<file path="src/rtl/nibble_serial_add_ctrl.sv">
// Serial adder sequencer: drives an external 4-bit adder slice one nibble per clock,
// LSB nibble first, and carries between nibbles through an internal flop.
module nibble_serial_add_ctrl #(
   parameter int NIBBLES = 4
) (
   input  logic                   clk,
   input  logic                   rst_n,
   input  logic                   start,
   input  logic [4*NIBBLES-1:0]   op_a,
   input  logic [4*NIBBLES-1:0]   op_b,
   input  logic                   cin,
   output logic [3:0]             add_a,
   output logic [3:0]             add_b,
   output logic                   add_ci,
   input  logic [3:0]             add_s,
   input  logic                   add_co,
   output logic                   busy,
   output logic                   done,
   output logic [4*NIBBLES-1:0]   sum,
   output logic                   cout
);

   localparam int W     = 4 * NIBBLES;
   localparam int IDX_W = (NIBBLES > 1) ? $clog2(NIBBLES) : 1;
   localparam logic [IDX_W-1:0] LAST_IDX = IDX_W'(NIBBLES - 1);

   typedef enum logic [1:0] {
      S_IDLE = 2'd0,
      S_RUN  = 2'd1,
      S_DONE = 2'd2
   } state_t;

   state_t           state_q, state_d;
   logic [W-1:0]     a_q, a_d;
   logic [W-1:0]     b_q, b_d;
   logic             cin_q, cin_d;
   logic             carry_q, carry_d;
   logic [IDX_W-1:0] idx_q, idx_d;
   logic [W-1:0]     sum_q, sum_d;
   logic             cout_q, cout_d;

   always_ff @(posedge clk or negedge rst_n) begin
      if (!rst_n) begin
         state_q <= S_IDLE;
         a_q     <= '0;
         b_q     <= '0;
         cin_q   <= 1'b0;
         carry_q <= 1'b0;
         idx_q   <= '0;
         sum_q   <= '0;
         cout_q  <= 1'b0;
      end else begin
         state_q <= state_d;
         a_q     <= a_d;
         b_q     <= b_d;
         cin_q   <= cin_d;
         carry_q <= carry_d;
         idx_q   <= idx_d;
         sum_q   <= sum_d;
         cout_q  <= cout_d;
      end
   end

   always_comb begin
      state_d = state_q;
      a_d     = a_q;
      b_d     = b_q;
      cin_d   = cin_q;
      carry_d = carry_q;
      idx_d   = idx_q;
      sum_d   = sum_q;
      cout_d  = cout_q;
      add_a   = 4'h0;
      add_b   = 4'h0;
      add_ci  = 1'b0;

      unique case (state_q)
         S_IDLE: begin
            if (start) begin
               a_d     = op_a;
               b_d     = op_b;
               cin_d   = cin;
               idx_d   = '0;
               state_d = S_RUN;
            end
         end
         S_RUN: begin
            // Constant-index nibble mux keeps the slice select free of out-of-range reads.
            for (int i = 0; i < NIBBLES; i++) begin
               if (idx_q == IDX_W'(i)) begin
                  add_a                = a_q[4*i +: 4];
                  add_b                = b_q[4*i +: 4];
                  add_ci               = (i == 0) ? cin_q : carry_q;
                  sum_d[4*i +: 4]      = add_s;
               end
            end
            carry_d = add_co;
            if (idx_q == LAST_IDX) begin
               cout_d  = add_co;
               idx_d   = '0;
               state_d = S_DONE;
            end else begin
               idx_d = idx_q + IDX_W'(1);
            end
         end
         S_DONE: begin
            state_d = S_IDLE;
         end
         default: begin
            state_d = S_IDLE;
         end
      endcase
   end

   assign busy = (state_q != S_IDLE);
   assign done = (state_q == S_DONE);
   assign sum  = sum_q;
   assign cout = cout_q;

endmodule

</file>
<file path="config.mk">
export PLATFORM = sky130hd
export DESIGN_NAME = nibble_serial_add_ctrl
export DESIGN_NICKNAME = d
export VERILOG_FILES = /design/src/rtl/nibble_serial_add_ctrl.sv
export SDC_FILE = /design/constraint.sdc
export NUM_CORES = 1
export LEC_CHECK = 0
export ABC_AREA = 1
export BUFFER_PORTS_ARGS = -buffer_cell sky130_fd_sc_hd__clkbuf_2
export CAP_MARGIN = 15
export CORE_MARGIN = 10
export CORE_UTILIZATION = 52
export CTS_BUF_LIST = sky130_fd_sc_hd__clkbuf_16
export DETAILED_ROUTE_END_ITERATION = 16
export PLACE_DENSITY = 0.79
export SLEW_MARGIN = 30
export SYNTH_ARGS = -nofsm -noshare
export SYNTH_HDL_FRONTEND = slang
export SYNTH_SLANG_ARGS = --single-unit
</file>
<file path="constraint.sdc">
create_clock -name clk -period 1.9 [get_ports clk]
set_clock_uncertainty 0.15 [all_clocks]
set_input_delay 0.095 -clock clk [delete_from_list [all_inputs] [get_ports clk]]
set_output_delay 0.095 -clock clk [all_outputs]
set_load 0.01 [all_outputs]
</file>
* Word-level counts from Yosys, hierarchy flattened *
Cells that the tools add are included.

cells by class
  eq/ne operators = 7
  multiply operators = 0
  add/subtract/negate cells = 1
  mux-type cells = 21
  divide/modulo/power cells = 0
  shift operators = 0
  $lt $le $gt $ge = 0
  bitwise logic cells = 0
  reductions and logical operators = 11

operator list
  kind                                            number
  2-to-1 mux 4 bit                                10
  AND reduction 2 bit                             7
  2-to-1 mux 2 bit                                4
  case mux 2 bit (2 select lines)                 2
  == test 2 bit (second input constant)           3
  2-to-1 mux 1 bit                                5
  == test 2 x 1 -> 1 bit (second input constant)  2
  zero test 2 bit                                 2
  != test 2 bit (second input constant)           2
  nonzero test 2 bit                              2
  adder 2 x 1 -> 2 bit (second input constant)    1

word-level totals
  bits in latches = 0
  memory bits (read-only) = 0
  logic and storage cells = 51
  input port bits = 41
  memories = 0
  register bits after elaboration = 55
  output and inout bits = 28
  bits in writable memories = 0

* Depth between registers and ports, before layout *
Gate-level depths: netlist (run 1).

  word-level depth = 6
  depth in mapped cells = 8
  gate-level depth less buffers = 7

* Worst setup path after synthesis (run 1) *
OpenSTA, ideal clock, no wires.

  kind = register -> output
  from = register idx_q[0]
  to = output add_ci
  setup slack = 313 ps
  buffers on the path = 1
  data arrival time = 1,342 ps
  stages on the path, launching flop included = 8
  data required time = 1,655 ps
  cell sequence = dfrtp_1 > inv_1 > ha_1 > buf_2 > clkinv_1 > nand2_1 > nand2_1 > a21oi_1

between the ends
  longest elaborated chain between the ends = 6
  elaborated cells between the ends (all ways) = 9
  those cells by class = eq/ne: 3; mux: 5; reduce/logical: 1

ends and longest elaborated chain
  item                            RTL line  text
  start: declaration              38        logic [IDX_W-1:0] idx_q, idx_d;
  start signal: assignment        58        idx_q <= idx_d;
  zero test 2 bit                 90        if (idx_q == IDX_W'(i)) begin
  2-to-1 mux 1 bit (3 in series)  90
  2-to-1 mux 1 bit *              90
  2-to-1 mux 1 bit *              77        unique case (state_q)
  end: declaration                14        output logic add_ci,

Every way passes the cells marked *; elsewhere a longest branch is shown, timed or not.

* Final worst setup path (run 1) *
  from = register idx_q[0]
  to = output add_b[1]

between the ends
  longest elaborated chain between the ends = 6
  elaborated cells between the ends (all ways) = 9
  those cells by class = eq/ne: 3; mux: 5; reduce/logical: 1

ends and longest elaborated chain
  item                            RTL line  text
  zero test 2 bit                 90
  2-to-1 mux 4 bit (3 in series)  90
  2-to-1 mux 4 bit *              90
  2-to-1 mux 4 bit *              77
  end: declaration                13        output logic [3:0] add_b,

Marks and branches as above.

==> summary.md, run 1 <==
| Metric | Value |
|---|---|
| Status | `completed` |
| H-Tree Depth | `2` |
| Number of fillers in the final layout | `slightly above 300` |
| Number of distinct standard cells referenced by the synthesized netlist | `21` |
| Top_reg_cell synth | `sky130_fd_sc_hd__dfrtp_1` |
| Number of clock sinks | `55` |
| Critical Path AT | `1.63 ns` |
| Placeable Area | `4723 sq um` |
| Dominant combinational cell family by area after synthesis | `simple AND/OR/NAND/NOR gates` |
| Total routed wirelength | `7.431 mm` |
| Area share of the largest cell type after synthesis | `54.29%` |
| Initial standard-cell utilization of the core | `53.67%` |
| Antenna violations before repair | `0` |
| Sum of net half-perimeters after detailed placement | `4.463 mm` |
| Master cell of the clock root buffer | `sky130_fd_sc_hd__clkbuf_16` |
| Worst supply voltage drop on vdd | `around 0.81 mV` |
| Buffers added on ports | `68` |
| Share of synthesized area occupied by flip-flops and latches | `a little over half` |
| Number of slew-limit violations in the final report | `0` |
| Yosys warns | `0` |
| Fin area | `3666 sq um` |
| Synth Cell Area | `2535 sq um` |
| Post-synth top cells | `121 x sky130_fd_sc_hd__nand2_1, 55 x sky130_fd_sc_hd__dfrtp_1, 43 x sky130_fd_sc_hd__nand3_1` |
| Via count of the first global-routing pass | `around 2.5k` |
| Synthesized-area fraction occupied by xor and xnor cells | `0%` |
| Final hold viol count | `0` |
| First-pass iteration count of the detailed router | `4` |
| Clock buffers created by TritonCTS | `5` |
| Maximum clock frequency | `~0.53 GHz` |
| Hold Crit Depth | `3` |
| Final core utilization | `77.62%` |
| Post-synth EDFFs | `0` |
| Static Leakage | `1.941 nW` |
| Worst Path Required | `1.65 ns` |
| Fraction of the mapped netlist area in adder cells | `1.974%` |
| Detailed-route via count | `between 2k and 2.5k` |
| Final worst-path cycle share | `a little over nine tenths` |
| Pin count of the biggest net entering global routing | `56` |
| Overall die area | `8068 sq um` |
| Clock transition at the registers of the reported paths | `~0.07 ns` |
| Share of cells above drive strength 1 | `between 20 and 30%` |
| RSZ-0062 raised after global routing | `true` |
| Power density relative to cell area | `around 1700 nW/um^2` |
| Routed WL per cell | `15.32 microns` |
| Share of the synthesized area in compound gates (AO/OA/AOI/OAI) | `between 6 and 7%` |
| Element type at the critical path start | `register` |
| Most area-consuming cells after synthesis | `sky130_fd_sc_hd__dfrtp_1 54%, sky130_fd_sc_hd__nand2_1 18%, sky130_fd_sc_hd__nand3_1 8.5%, sky130_fd_sc_hd__o21ai_0 2.8%, sky130_fd_sc_hd__nor2_1 2.7%` |
| Total global routing track utilization | `~18%` |
| Vertical die dimension | `89.82 microns` |
| Overflow left after global routing | `0` |
| Synthesized Nets | `352` |
| Max-cap check violation count | `0` |
| Maximum number of buffers from clock root to sink | `2` |
| Post-DR vias/cell | `between 5 and 6` |
| Setup-violating endpoint count in the final report | `0` |
| Sort of element at the end of the critical path | `output port` |
| # IOs | `a little under 70` |
| Count of routing violations after the opening detailed-route iteration | `144` |
| Maximum fanout along the worst path | `5` |
| Number of storage elements in the synthesis netlist | `55` |
| Share of async-settable or async-resettable flops after synthesis | `between 90% and 100%` |
| Most area-hungry cell type in the Yosys netlist | `sky130_fd_sc_hd__dfrtp_1` |
| Final critical-path required period | `1.880 ns` |
| Final estimated routing congestion in global placement | `roughly 0.83` |
| Post-Place Cell Area | `2947 sq um` |
| Antenna viol nets, final | `0` |
| Mean area per synthesized cell | `roughly 8.3 sq um` |
| Classification of the worst setup path | `register to output port` |
| Mux cell area share after synthesis | `0%` |
| Final Hold Slack | `0.04052 ns` |
| Area growth from synthesis to final layout | `44.62%` |
| Type of the most critical hold path | `input port to register` |
| Slew at the pin closest to its max-slew limit | `0.6948 ns` |
| Std cell rows | `25` |
| Max transition margin | `53.68%` |
| Floorplan die width | `89.82 microns` |
| Count of unresolved DRC violations after routing | `0` |
| Number of cells on the worst reg-to-reg path | `4` |
| Clock latency at the later pin of the worst-skew pair | `0.29 ns` |
| Synthesized-area fraction occupied by and/or/nand/nor cells | `approximately 32%` |
| Minimum setup slack in the final design | `about 0.02 ns` |
| Count of mapped cells out of synthesis | `just over 300` |
| Wire length of the first global-routing pass | `12.27 mm` |
| Library cell with the highest instance count after synthesis | `sky130_fd_sc_hd__nand2_1` |
| TritonCTS clock tree | `built` |
| Final-stage net count | `roughly 460` |
| Worst slack, placed | `0.1766 ns` |
[placed cells by master, fill, tap and decap left out]
master / n
sky130_fd_sc_hd__dfrtp_2: 3
sky130_fd_sc_hd__nor2_1: 13
sky130_fd_sc_hd__inv_6: 1
sky130_fd_sc_hd__clkbuf_2: 66
sky130_fd_sc_hd__o21ai_0: 14
sky130_fd_sc_hd__nand2_2: 5
sky130_fd_sc_hd__inv_2: 1
sky130_fd_sc_hd__inv_4: 7
sky130_fd_sc_hd__buf_12: 1
sky130_fd_sc_hd__nand3_4: 2
sky130_fd_sc_hd__bufinv_16: 1
sky130_fd_sc_hd__inv_1: 6
sky130_fd_sc_hd__buf_6: 5
sky130_fd_sc_hd__dlygate4sd3_1: 39
sky130_fd_sc_hd__a21oi_1: 5
sky130_fd_sc_hd__nand4_1: 1
sky130_fd_sc_hd__nor2_4: 1
sky130_fd_sc_hd__nor2_2: 5
sky130_fd_sc_hd__dfrtp_1: 52
sky130_fd_sc_hd__o21ai_2: 5
sky130_fd_sc_hd__nand3_1: 43
sky130_fd_sc_hd__nand2_1: 120
sky130_fd_sc_hd__a21oi_2: 5
sky130_fd_sc_hd__buf_4: 4
sky130_fd_sc_hd__ha_4: 4
sky130_fd_sc_hd__clkinv_1: 1
sky130_fd_sc_hd__diode_2: 1
sky130_fd_sc_hd__clkbuf_16: 5
sky130_fd_sc_hd__nand2_4: 2
[flip-flops by register name, indices dropped and copies added (netlist names)]
name,count
b_q,16
cout,1
state_q,2
idx_q,2
cin_q,1
carry_q,1
a_q,16
sum,16
[timing repair]
action                                  in CTS  in global routing
hold buffers                                39                  0
setup buffers                                0                  1
resized for setup                            5                 37
pin swaps                                    0                  7
gates cloned                                 0                  1
endpoints found under the setup margin       9                  9
endpoints found under the hold margin       97                  0
[critical path: stages, from the launching register on]
cell	delay (ns)
sky130_fd_sc_hd__dfrtp_2	0.47
sky130_fd_sc_hd__inv_4	0.07
sky130_fd_sc_hd__ha_4	0.18
sky130_fd_sc_hd__buf_4	0.16
sky130_fd_sc_hd__a21oi_1	0.13
sky130_fd_sc_hd__nand2_1	0.08
sky130_fd_sc_hd__nand2_1	0.08
sky130_fd_sc_hd__nand2_1	0.05
sky130_fd_sc_hd__clkbuf_2	0.12
[cell families (layout without fill, tap and decap cells)]
family                   Yosys count  count (layout)
adder cells (fa/ha/maj)            4               4
other                              0               1
AO/OA/AOI/OAI                     29              29
AND/OR/NAND/NOR                  191             192
buffers and inverters             28             137
flip-flops                        55              55
[final timing paths]
path | start | end | slack, ns
worst max-delay path | idx_q[0] | add_b[1] | 0.02
worst min-delay path | start | a_q[1] | 0.04
worst min register to register | a_q[15] | a_q[15] | 0.33
max in group asynchronous | rst_n | state_q[0] | 0.77
min in group asynchronous | rst_n | sum[14] | 0.34
worst max register to register | state_q[0] | idx_q[0] | 0.35
[report_power, final]
part           internal, mW  switching, mW  leakage, nW
combinational          1.17           1.74         1.18
sequential             1.75          0.419        0.676
clock                 0.622          0.411       0.0819
[per-stage QoR]
step / setup TNS (ns) / total power, mW / cells
after detailed placement: 0 / 4.582 / 435
after global placement: 0 / 4.472 / 435
after global routing: -0.09009 / 6.598 / 484
final: 0 / 6.115 / 485
after CTS: 0 / 5.730 / 482
after floorplan: 0 / 3.680 / 307
[per-layer routing]
layer / track usage (%) / vias up / wire length [microns]
li1: - / 1199 / -
met1: 21.19 / 1145 / 3059
met2: 30.08 / 89 / 3799
met3: 5.486 / 12 / 460
met4: 4.717 / 0 / 112
met5: 0 / - / 0
[layout make-up]
cell class	count	area, sq um	area share (%)
diodes	1	2.502	0.06826
clock buffers	5	125.1	3.413
clock inverters	3	42.54	1.160
inverters	14	70.07	1.911
multi-input cells	225	1135	30.96
flip-flops and latches	55	1380	37.64
well taps	67	83.83	2.287
repair buffers	115	827.0	22.56
(Power assumes the default switching activity.)
==> run 2: changes to the inputs <==
- ABC_AREA: 1 -> unset
- CORE_MARGIN: 10 -> 3
- CORE_UTILIZATION: 52 -> 53
- PLACE_DENSITY: 0.79 -> 0.8
==> run 2 against run 1 <==
  * The run now ends with setup timing left
  * Count of clock-buffer cells in the layout unchanged
  * Core utilization grew 2.7 points
  * Die area is 25% lower
  * Hold slack improved by 0.14 ns
  * Clock power shrank 14%
  * Via count down 22%
  * Sequential cell count stayed put
  * Area after synthesis is 8.0% higher
  * Register-to-register slack worse by 0.25 ns
  * Global-route usage increased by 6.2 points
  * Critical path type unchanged
  * Largest power group unchanged
  * Highest routed layer unchanged
==> summary.md, run 2 <==
| Metric | Value |
|---|---|
| R2R setup slack | `0.10 ns (-0.25 ns)` |
| Clock buffers created by TritonCTS | `5 (unchanged)` |
| Count of unresolved DRC violations after routing | `0 (unchanged)` |
| Worst R2R End | `sum[12]` |
| Final hold viol count | `0 (unchanged)` |
| Overall die area | `6064 sq um (-25%)` |
| Vertical die dimension | `77.87 microns (-13%)` |
| TritonCTS clock tree | `built` |
| Most area-consuming cells after synthesis | `sky130_fd_sc_hd__dfrtp_1 50%, sky130_fd_sc_hd__mux2_4 20%, sky130_fd_sc_hd__o41ai_2 4.2%, sky130_fd_sc_hd__a221oi_2 3.8%, sky130_fd_sc_hd__mux2_1 3.3%` |
| Routed WL per cell | `17.85 microns (+16%)` |
| Synthesized Nets | `226 (-36%)` |
| Placeable Area | `4848 sq um (+2.6%)` |
| Most area-hungry cell type in the Yosys netlist | `sky130_fd_sc_hd__dfrtp_1` |
| Count of mapped cells out of synthesis | `181 (-41%)` |
| Initial standard-cell utilization of the core | `56.46% (+2.8 points)` |
| Critical Path AT | `1.87 ns (+0.24 ns)` |
| Status | `finished, violations left` |
| First-pass iteration count of the detailed router | `4 (unchanged)` |
| Final-stage net count | `347 (-25%)` |
| Static Leakage | `1.892 nW (-2.5%)` |
| Final critical-path required period | `2.115 ns (+0.2359 ns)` |
| Source of the worst register-to-register timing path | `idx_q[0]` |
| Maximum clock frequency | `0.4727 GHz (-11%)` |
| Maximum fanout along the worst path | `4 (-1)` |
| Final estimated routing congestion in global placement | `0.8161 (-2.0%)` |
| Most common cell after layout, fill and taps aside | `sky130_fd_sc_hd__clkbuf_2` |
| Count of routing violations after the opening detailed-route iteration | `63 (-56%)` |
| Share of async-settable or async-resettable flops after synthesis | `100.0% (unchanged)` |
| Via count of the first global-routing pass | `2123 (-17%)` |
| Share of cells above drive strength 1 | `55.78% (+26 points)` |
| Buffers added on ports | `68 (unchanged)` |
| Classification of the worst setup path | `register to output port` |
| Minimum setup slack in the final design | `-0.2155 ns (-0.2359 ns)` |
| Pin count of the biggest net entering global routing | `56 (unchanged)` |
| Number of clock sinks | `55 (unchanged)` |
| Total global routing track utilization | `23.95% (+6.2 points)` |
| Mean area per synthesized cell | `15.13 sq um (+83%)` |
| Number of storage elements in the synthesis netlist | `55 (unchanged)` |
| Antenna viol nets, final | `0 (unchanged)` |
| Number of fillers in the final layout | `249 (-19%)` |
| Area growth from synthesis to final layout | `42.18%` |
| Placed Instances | `318 (-27%)` |
| Final worst-path cycle share | `111.3% (+12 points)` |
| Sum of net half-perimeters after detailed placement | `3.905 mm (-13%)` |
| Final core utilization | `80.28% (+2.7 points)` |
| Number of distinct standard cells referenced by the synthesized netlist | `28 (+33%)` |
| Post-synth EDFFs | `0 (unchanged)` |
| Type of the most critical hold path | `input port to async pin` |
| Top library cells by usage in the layout, fill and taps aside | `62 x sky130_fd_sc_hd__clkbuf_2, 54 x sky130_fd_sc_hd__dfrtp_1, 39 x sky130_fd_sc_hd__dlygate4sd3_1, 37 x sky130_fd_sc_hd__mux2_4, 13 x sky130_fd_sc_hd__buf_4` |
| Maximum number of buffers from clock root to sink | `2 (unchanged)` |
| RSZ-0062 raised after global routing | `true` |
| Footprint of the flip-flops and latches | `1378 sq um (-0.18%)` |
| Detailed-route via count | `1909 (-22%)` |
| Failing checks | `setup timing` |
| Top_reg_cell synth | `sky130_fd_sc_hd__dfrtp_1` |
| Post-synth top cells | `55 x sky130_fd_sc_hd__dfrtp_1, 37 x sky130_fd_sc_hd__mux2_4, 8 x sky130_fd_sc_hd__mux2_1, 8 x sky130_fd_sc_hd__nand3_1, 8 x sky130_fd_sc_hd__nor2b_1` |
| Setup-violating endpoint count in the final report | `9 (+9)` |
| Antenna violations before repair | `0 (unchanged)` |
| Capture point of the critical path | `add_a[1]` |
| Clock latency at the later pin of the worst-skew pair | `0.29 ns (about the same)` |
| Slew at the pin closest to its max-slew limit | `0.2836 ns (-0.4113 ns)` |
| Area share of the largest cell type after synthesis | `50.27% (-4.0 points)` |
| Number of cells on the worst reg-to-reg path | `6 (+2)` |
| Yosys warns | `0 (unchanged)` |
| Worst Path Required | `1.65 ns (about the same)` |
| # IOs | `69 (unchanged)` |
| Floorplan die width | `77.87 microns (-13%)` |
| Element type at the critical path start | `register` |
| Source of the critical timing path | `idx_q[0]` |
| Total routed wirelength | `6.604 mm (-11%)` |
| Master cell of the clock root buffer | `sky130_fd_sc_hd__clkbuf_16` |
| Power density relative to cell area | `1712 nW/um^2 (+2.6%)` |
| H-Tree Depth | `2 (unchanged)` |
| Share of synthesized area occupied by flip-flops and latches | `50.27% (-4.0 points)` |
| Number of slew-limit violations in the final report | `0 (unchanged)` |
| Overflow left after global routing | `0 (unchanged)` |
| Std cell rows | `25 (unchanged)` |
| Sort of element at the end of the critical path | `output port` |
| Worst supply voltage drop on vdd | `0.9511 mV (+17%)` |
| Max transition margin | `80.89% (+27 points)` |
| Fin cells | `370 (-24%)` |
| Library cell with the highest instance count after synthesis | `sky130_fd_sc_hd__dfrtp_1` |
| Synth Cell Area | `2738 sq um (+8.0%)` |
| Max-cap check violation count | `0 (unchanged)` |
| Wire length of the first global-routing pass | `11.08 mm (-9.7%)` |
| Post-DR vias/cell | `5.159 (+2.3%)` |
| Footprint of the multi-input gates | `1330 sq um (+17%)` |
| Diode count | `0 (-1)` |
| Clock transition at the registers of the reported paths | `0.07 ns (about the same)` |
run 2: cell types whose count changed in the layout (fill, tap and decap cells not counted), sizes merged, moves of 4 or more:
cell	previous run	this run
nand3	45	8
nand2	127	9
o21ai	19	1
buf	10	26
a221oi	0	7
mux2	0	50
nor2b	0	9
nor2	19	0
clkbuf	71	67
a21oi	10	2
o41ai	0	7
inv	15	4
run 2: worst min-delay path by stage:
stage | from | endpoint | slack (ns) | cells after the start
floorplan | rst_n | a_q[0] | -0.35 | 0
global placement | rst_n | b_q[7] | -0.03 | 2
detailed placement | rst_n | b_q[7] | -0.03 | 2
CTS | rst_n | b_q[2] | 0.20 | 3
global route | rst_n | state_q[0] | 0.21 | 3
finish | rst_n | b_q[2] | 0.18 | 3
run 2: layout make-up:
class                           count  area share (%)
Multi-Input combinational cell    110           34.17
Sequential cell                    55           35.39
Timing Repair Buffer              127           24.30
Tap cell                           67           2.154
Inverter                            3          0.3536
Clock inverter                      3          0.4179
Clock buffer                        5           3.214
run 2: timing repair:
action | 4_1_cts | 5_1_grt
endpoints found under the hold margin | 106 | 0
buffers inserted | 4 | 1
endpoints found under the setup margin | 9 | 9
hold buffers | 39 | 0
pin swaps | 8 | 1
resized for setup | 19 | 8
run 2: metrics by stage:
step / setup TNS, ns / setup WS [ns] / power (mW) / hold WS, ns / area [sq um]
finish: -1.559 / -0.2155 / 6.665 / 0.1824 / 3892
floorplan: 0 / 0.2050 / 4.387 / -0.3506 / 2738
global route: -2.209 / -0.2940 / 7.069 / 0.2143 / 3892
CTS: -1.208 / -0.1921 / 6.567 / 0.1979 / 3871
detailed placement: -0.008091 / -0.008091 / 5.332 / -0.03319 / 3212
global placement: 0 / 0.07993 / 5.246 / -0.03186 / 3212
run 2: kinds of logic after synthesis:
kind of cell    count (synthesis)  synth area share, %
flops                          55                50.27
buf+inv                        16                4.296
fa+ha+maj                       4                1.828
simple gates                   35                8.227
compound gates                 21                9.735
mux                            50                25.64
run 2: report_power, final:
group	internal [mW]	leakage (nW)	switching, mW
clock network	0.482	0.0710	0.406
registers	1.78	0.646	0.470
logic	1.99	1.18	1.54
run 2: routing by layer:
metal / vias up / wire length, microns / global-route usage (%)
li1: 893 / - / -
met1: 961 / 2959 / 32.72
met2: 47 / 3371 / 38.78
met3: 8 / 204 / 5.452
met4: 0 / 67 / 5.694
met5: - / 0 / 0
run 2: worst max-delay path: stages, from the launching register on:
cell and delay, ns:
sky130_fd_sc_hd__dfrtp_2 0.46, sky130_fd_sc_hd__ha_4 0.18, sky130_fd_sc_hd__and2b_2 0.25, sky130_fd_sc_hd__buf_4 0.12, sky130_fd_sc_hd__a221oi_2 0.06, sky130_fd_sc_hd__o41ai_2 0.32, sky130_fd_sc_hd__clkbuf_2 0.19
==> run 3: changes to the inputs <==
- PLACE_DENSITY: 0.8 -> 0.78
- clock period: 1.9 -> 2 ns (I/O delays scaled with it)
==> run 3 against run 2 <==
  * Die area is the same
  * Hold slack worse by 0.0054 ns
  * The run still ends with setup timing left
  * Largest power group unchanged
  * Sequential power decreased by 4%
  * Cell count shrank 1.9%
  * Register-to-register slack better by 0.22 ns
  * Critical path type unchanged
==> summary.md, run 3 (same netlist as run 2, synthesis figures left out) <==
| Metric | Value |
|---|---|
| H-Tree Depth | `2 (unchanged)` |
| Maximum number of buffers from clock root to sink | `2 (unchanged)` |
| Source of the critical timing path | `idx_q[1]` |
| Number of clock sinks | `55 (unchanged)` |
| Share of cells above drive strength 1 | `54.05% (-1.7 points)` |
| Clock latency at the later pin of the worst-skew pair | `0.28 ns (about the same)` |
| Count of unresolved DRC violations after routing | `0 (unchanged)` |
| Sum of net half-perimeters after detailed placement | `4.018 mm (+2.9%)` |
| Master cell of the clock root buffer | `sky130_fd_sc_hd__clkbuf_16` |
| Floorplan die width | `77.87 microns (unchanged)` |
| Number of fillers in the final layout | `259 (+4.0%)` |
| First-pass iteration count of the detailed router | `4 (unchanged)` |
| Wire length of the first global-routing pass | `11.01 mm (-0.69%)` |
| Vertical die dimension | `77.87 microns (unchanged)` |
| Detailed-route via count | `1888 (-1.1%)` |
| Critical path depth in cells | `7 (+1)` |
| Total negative setup slack | `-0.7389 ns (+0.8203 ns)` |
| Total routed wirelength | `6.675 mm (+1.1%)` |
| Setup-violating endpoint count in the final report | `9 (unchanged)` |
| Placeable Area | `4848 sq um (unchanged)` |
| Clock transition at the registers of the reported paths | `0.07 ns (about the same)` |
| Number of cells on the worst reg-to-reg path | `6 (unchanged)` |
| Max transition margin | `65.83% (-15 points)` |
| Minimum setup slack in the final design | `-0.1048 ns (+0.1107 ns)` |
| Std cell rows | `25 (unchanged)` |
| Gate family responsible for the most delay along the worst path | `buffers and inverters` |
| Static Leakage | `1.872 nW (-1.1%)` |
| Delay of the slowest critical-path stage | `0.41 ns (-0.05 ns)` |
| Count of routing violations after the opening detailed-route iteration | `156 (+150%)` |
| Footprint of the flip-flops and latches | `1378 sq um (unchanged)` |
| Number of slew-limit violations in the final report | `0 (unchanged)` |
| Antenna violations before repair | `0 (unchanged)` |
| Highest-delay cell along the critical path | `sky130_fd_sc_hd__dfrtp_1` |
| Final estimated routing congestion in global placement | `0.7929 (-2.8%)` |
| TritonCTS clock tree | `built` |
| Status | `finished, violations left` |
| Top library cells by usage in the layout, fill and taps aside | `67 x sky130_fd_sc_hd__clkbuf_2, 54 x sky130_fd_sc_hd__dfrtp_1, 39 x sky130_fd_sc_hd__dlygate4sd3_1, 37 x sky130_fd_sc_hd__mux2_4, 9 x sky130_fd_sc_hd__buf_4` |
| Buffers added on ports | `68 (unchanged)` |
| Post-DR vias/cell | `5.201 (+0.81%)` |
| Via count of the first global-routing pass | `2112 (-0.52%)` |
| Routed WL per cell | `18.39 microns (+3.0%)` |
| Worst Path Required | `1.75 ns (+0.10 ns)` |
| Classification of the worst setup path | `register to output port` |
| Overall die area | `6064 sq um (unchanged)` |
| R2R setup slack | `0.32 ns (+0.22 ns)` |
| Pin count of the biggest net entering global routing | `37 (-34%)` |
| Worst supply voltage drop on vdd | `0.9579 mV (+0.72%)` |
| Critical path buffer and inverter count | `3 (+1)` |
| # IOs | `69 (unchanged)` |
| Overflow left after global routing | `0 (unchanged)` |
| Antenna viol nets, final | `0 (unchanged)` |
| Worst R2R End | `sum[8]` |
| Failing checks | `setup timing` |
| Source of the worst register-to-register timing path | `idx_q[1]` |
| Final hold viol count | `0 (unchanged)` |
| RSZ-0062 raised after global routing | `true` |
| Critical Path AT | `1.85 ns (-0.02 ns)` |
| Most common cell after layout, fill and taps aside | `sky130_fd_sc_hd__clkbuf_2` |
| Clock buffers created by TritonCTS | `5 (unchanged)` |
| Maximum fanout along the worst path | `7 (+3)` |
| Sort of element at the end of the critical path | `output port` |
| Total global routing track utilization | `23.40% (-0.55 points)` |
| Footprint of the multi-input gates | `1350 sq um (+1.5%)` |
| Max-cap check violation count | `0 (unchanged)` |
| Total design power | `6.456 mW (-3.1%)` |
| Maximum clock frequency | `0.4751 GHz` |
| Diode count | `0 (unchanged)` |
| Initial standard-cell utilization of the core | `56.46% (unchanged)` |
| Slew at the pin closest to its max-slew limit | `0.5125 ns (+0.2290 ns)` |
| Element type at the critical path start | `register` |
| Area growth from synthesis to final layout | `41.82%` |
| Capture point of the critical path | `add_a[1]` |
| Power density relative to cell area | `1663 nW/um^2 (-2.9%)` |
| Type of the most critical hold path | `input port to async pin` |
| Final-stage net count | `341 (-1.7%)` |
| Final worst-path cycle share | `105.2%` |
| Final critical-path required period | `2.105 ns` |
| Critical-path cell list | `inv_2, ha_4, and2b_1, buf_12, a221oi_4, o41ai_2, buf_2` |
[run 3: cell types whose count changed in the layout (fill, tap and decap cells not counted), moves of 2 or more]
cell and change:
sky130_fd_sc_hd__buf_4 -4, sky130_fd_sc_hd__clkbuf_2 +5, sky130_fd_sc_hd__buf_2 -5, sky130_fd_sc_hd__a221oi_2 -2
sky130_fd_sc_hd__buf_6 -2, sky130_fd_sc_hd__a221oi_4 +2
[run 3: per-layer routing]
layer / vias up / GRT usage [%] / share of wire (%)
met5: - / 0 / 0
met3: 7 / 4.176 / 3.6
met4: 0 / 4.804 / 0.85
li1: 878 / - / -
met1: 953 / 31.04 / 45
met2: 50 / 40.07 / 51
[run 3: how the worst min path moves through the flow]
stage / cells after the start / startpoint / slack (ns) / endpoint
after CTS: 2 / rst_n / 0.19 / b_q[5]
after global routing: 2 / rst_n / 0.23 / b_q[11]
after detailed placement: 1 / rst_n / -0.05 / b_q[11]
after global placement: 1 / rst_n / -0.06 / b_q[7]
after floorplan: 0 / rst_n / -0.35 / a_q[0]
final: 2 / rst_n / 0.18 / b_q[11]
[run 3: per-stage QoR]
| stage | utilization, % | hold WS [ns] | std cells | instance area, sq um | worst slack [ns] |
|---|---|---|---|---|---|
| after global placement | 65.83 | -0.05812 | 312 | 3192 | 0.2352 |
| final | 80.08 | 0.1770 | 363 | 3882 | -0.1048 |
| after floorplan | - | -0.3456 | 181 | 2738 | 0.3000 |
| after detailed placement | 65.83 | -0.05500 | 312 | 3192 | 0.1690 |
| after global routing | 80.08 | 0.2279 | 363 | 3882 | -0.1627 |
| after CTS | 79.72 | 0.1950 | 363 | 3865 | -0.04953 |
[run 3: timing repair]
item	CTS	global route
setup endpoints to repair	9	9
gates resized for setup	16	4
endpoints found under the hold margin	70	0
hold buffers	39	0
buffers inserted	5	0
gates cloned	0	0
pin swaps	13	1
[run 3: cell type report]
type	instances	share of cell area, %
multi-input combinational	110	34.77
sequential	55	35.48
clock buffer	5	3.223
clock inverter	2	0.8701
tap	67	2.159
inverter	3	0.3545
timing repair buffer	121	23.14
[run 3: worst reg2reg max path, stage by stage (launching register included)]
cell and delay [ns]:
sky130_fd_sc_hd__dfrtp_1 0.41, sky130_fd_sc_hd__buf_4 0.16, sky130_fd_sc_hd__ha_4 0.17, sky130_fd_sc_hd__buf_4 0.15, sky130_fd_sc_hd__buf_4 0.14, sky130_fd_sc_hd__nand2_4 0.09
sky130_fd_sc_hd__mux2_4 0.31
[run 3: report_power, final]
| part | leakage [nW] | internal (mW) | switching, mW |
|---|---|---|---|
| combinational | 1.14 | 1.84 | 1.50 |
| sequential | 0.646 | 1.69 | 0.480 |
| clock | 0.0811 | 0.579 | 0.362 |
| total | 1.87 | 4.12 | 2.34 |
